File: src/rtl/atomic_reader_pkg.sv
// atomic_reader_pkg: shared state encoding and widths for the atomic counter reader
package atomic_reader_pkg;
   typedef enum logic [2:0] {IDLE, REQ_LO, REQ_HI, CAP_HI, VALID} state_t;
   localparam int RETRY_W = 4;
   localparam int SNAP_W  = 64;
endpackage

File: src/rtl/reader_period_timer.sv
// reader_period_timer: counts idle cycles and pulses expire on the AUTO_PERIOD-th one (never when AUTO_PERIOD is 0)
module reader_period_timer #(
   parameter int AUTO_PERIOD = 0
) (
   input  logic clk,
   input  logic reset,
   input  logic enable,
   input  logic clear,
   output logic expire
);
   localparam int W = AUTO_PERIOD > 1 ? $clog2(AUTO_PERIOD) : 1;
   logic [W-1:0] cnt_q;
   always_ff @(posedge clk or posedge reset)
      if (reset) cnt_q <= '0;
      else if (clear) cnt_q <= '0;
      else if (enable) cnt_q <= cnt_q + 1'b1;
   assign expire = AUTO_PERIOD != 0 && enable && cnt_q == W'(AUTO_PERIOD - 1);
endmodule

File: src/rtl/atomic_counter_reader.sv
// atomic_counter_reader: coherent 64-bit snapshot of the atomic counter via lo(atomic)/hi reads; ATOMIC_READER_DELTA_EN adds delta_o
module atomic_counter_reader
   import atomic_reader_pkg::*;
#(
   parameter int AUTO_PERIOD = 0,
   parameter int MAX_RETRY   = 3
) (
   input  logic              clk,
   input  logic              reset,
   input  logic              start_i,
   output logic              req_o,
   output logic              atomic_o,
   input  logic              ack_i,
   input  logic [31:0]       count_i,
   output logic              snap_valid_o,
   input  logic              snap_ready_i,
   output logic [SNAP_W-1:0] snap_o,
   output logic              busy_o,
   output logic              err_o
`ifdef ATOMIC_READER_DELTA_EN
   ,
   output logic [SNAP_W-1:0] delta_o
`endif
);
   state_t               state_q, state_d;
   logic [RETRY_W-1:0]   retry_q;
   logic [31:0]          lo_q;
   logic [SNAP_W-1:0]    snap_q;
   logic                 err_q, fail, expire, launch;
   reader_period_timer #(.AUTO_PERIOD(AUTO_PERIOD)) u_timer (
      .clk   (clk),
      .reset (reset),
      .enable(state_q == IDLE),
      .clear (launch),
      .expire(expire)
   );
   always_ff @(posedge clk or posedge reset)
      if (reset) state_q <= IDLE;
      else state_q <= state_d;
   always_comb begin
      state_d = state_q;
      fail    = 1'b0;
      case (state_q)
         IDLE:    state_d = start_i || expire ? REQ_LO : IDLE;
         REQ_LO:  state_d = REQ_HI;
         REQ_HI:  begin state_d = CAP_HI; fail = !ack_i; end
         CAP_HI:  begin state_d = VALID; fail = !ack_i; end
         VALID:   state_d = snap_ready_i ? IDLE : VALID;
         default: state_d = IDLE;
      endcase
      if (fail) state_d = retry_q < RETRY_W'(MAX_RETRY) ? REQ_LO : IDLE;
   end
   assign launch = state_q == IDLE && state_d == REQ_LO;
   // Snapshot register loads only on entry to VALID so a retry never disturbs what is presented
   always_ff @(posedge clk or posedge reset)
      if (reset) begin
         retry_q <= '0;
         lo_q    <= '0;
         snap_q  <= '0;
         err_q   <= 1'b0;
      end else begin
         err_q   <= fail && state_d == IDLE;
         retry_q <= state_d == IDLE ? '0 : fail ? retry_q + 1'b1 : retry_q;
         if (state_q == REQ_HI && ack_i) lo_q <= count_i;
         if (state_q == CAP_HI && ack_i) snap_q <= {count_i, lo_q};
      end
   assign req_o        = state_q == REQ_LO || state_q == REQ_HI;
   assign atomic_o     = state_q == REQ_LO;
   assign busy_o       = state_q != IDLE;
   assign snap_valid_o = state_q == VALID;
   assign snap_o       = snap_q;
   assign err_o        = err_q;
`ifdef ATOMIC_READER_DELTA_EN
   logic [SNAP_W-1:0] prev_q;
   always_ff @(posedge clk or posedge reset)
      if (reset) prev_q <= '0;
      else if (snap_valid_o && snap_ready_i) prev_q <= snap_q;
   assign delta_o = snap_q - prev_q;
`endif
endmodule

File: config.mk
export PLATFORM = sky130hd
export DESIGN_NAME = atomic_counter_reader
export DESIGN_NICKNAME = d
export VERILOG_FILES = /design/src/rtl/atomic_reader_pkg.sv /design/src/rtl/reader_period_timer.sv /design/src/rtl/atomic_counter_reader.sv
export SDC_FILE = /design/constraint.sdc
export NUM_CORES = 1
export LEC_CHECK = 0
export ABC_AREA = 1
export CAP_MARGIN = 20
export CORE_UTILIZATION = 38
export CTS_CLUSTER_DIAMETER = 200
export DETAILED_ROUTE_END_ITERATION = 7
export SLEW_MARGIN = 20
export SYNTH_ARGS = -nofsm -noshare
export SYNTH_HDL_FRONTEND = slang
export SYNTH_SLANG_ARGS = --single-unit
File: constraint.sdc
create_clock -name clk -period 4.29 [get_ports clk]
set_clock_uncertainty 0.05 [all_clocks]
set_input_delay 0.858 -clock clk [delete_from_list [all_inputs] [get_ports clk]]
set_output_delay 0.858 -clock clk [all_outputs]
set_load 0.02 [all_outputs]
==> flow_summary.json <==
{
  "finalSetupViolCount": 0,
  "worstHoldPathCells": 2,
  "power_density_nw_per_um2": 734.3,
  "tritoncts_num_sinks": 104,
  "cts_tree": "built",
  "aggregate_routed_wire_length_mm": 7.753,
  "cts_hold_buffers": 0,
  "largest_driver_fanout_on_the_critical_path": 50,
  "clock_insertion_delay_worst_skew_ns": 0.35,
  "yosysWarningCount": 0,
  "grt_use_total": 0.1466,
  "clkTransAtPathRegs_ns": 0.09,
  "area_overhead_vs_synth_pct": 31.16,
  "instances_no_fill": 607,
  "layout_nets": 504,
  "diodes": 0,
  "postSynthRegisterBits": 104,
  "finalHoldViolCount": 0,
  "final.min_clock_period_ns": 2.782,
  "critical_path.endpoint_type": "flip-flop",
  "setup_repair_after_global_routing_missed_its_margin": "false",
  "clock_tree.htree_level_count": 3,
  "detailroute.via_count": 2750,
  "cp.required_ns": 4.48,
  "timing.setup.tns_ns": 0,
  "postRouteAntennaNets": 0,
  "slew_headroom": 0.4794,
  "row_cnt": 37,
  "post-route-drc-count": 0,
  "die_span_y_um": 106.1,
  "drtIter0Drc": 119,
  "floorplan.initialDensity": 0.3952,
  "r2r_cell_count": 4,
  "timing.max_cap.violations": 0,
  "via_per_inst": 4.530,
  "core_region_area_um2": 10420,
  "synthesis.nets": 402,
  "synthesized_netlist_cell_count": 364,
  "synth_seq_area_share": 0.6322,
  "cts_buffer_depth": 2,
  "maxClockFrequency_mhz": 359.4,
  "outcome": "finished clean",
  "maximum_number_of_pins_on_one_net_before_global_route_repair": 65,
  "synth_cell_types": 25,
  "r2r_start": "state_q[2]",
  "place_hpwl_mm": 5.163,
  "vdd_ir_drop_max_mv": 0.3563,
  "port_buffers": 105,
  "whs_endpoint": "lo_q[17]",
  "mappedNetlistArea_um2": 4116,
  "drt-pass1-iter-count": 4,
  "period_share": 0.6486,
  "timing_worst_setup_path_type": "primary input to flip-flop",
  "via_count_of_the_first_global_routing_pass": 2613,
  "grt_pass1_wl_mm": 12.93,
  "post_cts_resized": 0,
  "hold_path.startpoint": "lo_q[17]",
  "worst-r2r-setup-slack_ns": 2.10,
  "slew_viol_final": 0,
  "critical_path_arrival_ns": 2.97,
  "hp-class": "flip-flop to flip-flop",
  "die_width_um": 106.1,
  "power_leakage_uw": 0.002582,
  "cts.repair_timing.setup_buffer_count": 0,
  "routed_wire_length_per_instance_um": 12.77,
  "io_pins": 106,
  "ctsRootBufferMaster": "clkbuf_8",
  "post-place-cells": 591,
  "routabilityCongestion": 0.7276,
  "final_util": 0.5183,
  "total_clock_buffers_created_by_cts": 9,
  "fillCellCount": 963,
  "grt_remaining_overflow": 0,
  "layout-drive-gt1-share": 0.1486,
  "r2r-end": "snap_o[13]",
  "antenna_violations_before_repair": 0,
  "design.die.area_um2": 11250,
  "synth_area_per_cell_um2": 11.31,
  "worstMarginPinSlew_ns": 0.7809,
  "cp_startpoint_kind": "primary input"
}
## Yosys cell counts (all sizes together)
library cell	number	share of area
ha	1	0.0030
nand2	82	0.077
o21ai	64	0.088
clkbuf	2	0.0018
clkinv	1	0.0012
inv	43	0.039
buf	14	0.035
nand4	1	0.0052
xor2	1	0.0021
nor3	2	0.0024
nand3b	1	0.0018
dfrtp	104	0.63
xnor2	1	0.0021
mux2	32	0.088
nand3	6	0.010
nor2	9	0.011
## final cells by class
class / instances / area (µm²) / area share
Clock buffer: 12 / 155.1 / 0.02874
Inverter: 44 / 168.9 / 0.03129
Sequential cell: 104 / 2603 / 0.4820
Clock inverter: 4 / 28.78 / 0.005330
Tap cell: 136 / 170.2 / 0.03152
Multi-Input combinational cell: 200 / 1195 / 0.2213
Timing Repair Buffer: 107 / 1079 / 0.1998
## state kept, by name, summed over array words and instances, names as in the netlist
signal   cells
state_q      3
retry_q      4
snap_o      64
err_o        1
lo_q        32
## cells by family (layout without fill, tap and decap cells)
kind of cell             count (synthesis)  in the layout  share of synthesized area
buffers and inverters                   60            167                    0.07751
AO/OA/AOI/OAI                           64             64                    0.08784
AND/OR/NAND/NOR                        101            101                     0.1076
XOR/XNOR                                 2              2                   0.004256
multiplexers                            32             32                    0.08754
flip-flops                             104            104                     0.6322
adder cells (fa/ha/maj)                  1              1                   0.003039
## metrics by stage
stage / instance area (µm²) / power [µW] / worst slack [ns] / hold slack [ns]
after CTS: 5399 / 4028 / 1.508 / 0.4375
final: 5399 / 3964 / 1.508 / 0.4341
after detailed placement: 5215 / 3450 / 1.142 / 0.4149
after floorplan: 4116 / 2679 / 0.6498 / 0.4010
after global placement: 5215 / 3418 / 1.162 / 0.4092
after global routing: 5399 / 4239 / 1.409 / 0.4636
## power breakdown
part           internal [µW]  switching (µW)
clock network            243             317
logic                    850             898
registers               1420             240
total                   2510            1460
## placed cells by master, fill, tap and decap left out, drive strengths merged, types with 2 or more instances in the layout
| master | instances |
|---|---|
| clkbuf | 12 |
| mux2 | 32 |
| dfrtp | 104 |
| inv | 43 |
| clkdlybuf4s50 | 105 |
| nand2 | 82 |
| nor3 | 2 |
| buf | 2 |
| clkinvlp | 2 |
| nand3 | 6 |
| nor2 | 9 |
| clkinv | 3 |
| o21ai | 64 |
## worst max-delay path by stage
stage	startpoint	end	cells past startpoint
final	ack_i	snap_o[13]	4
after global routing	ack_i	snap_o[13]	4
after CTS	state_q[1]	req_o	5
after detailed placement	ack_i	snap_o[7]	4
after global placement	ack_i	snap_o[10]	4
after floorplan	reset	err_o	1
## metal layers
metal / up-vias / GRT usage / wire (µm)
met3: 6 / 0.04782 / 512
met4: 0 / 0.05060 / 70
met2: 90 / 0.2236 / 3585
li1: 1368 / - / -
met1: 1286 / 0.1966 / 3584
met5: - / 0 / 0
## critical path, cell delays in order
cell and delay, ns:
clkdlybuf4s50_1 0.60, nand4_4 0.59, buf_4 0.53, mux2_2 0.33
No activity file was read; power rests on OpenSTA's default activity.
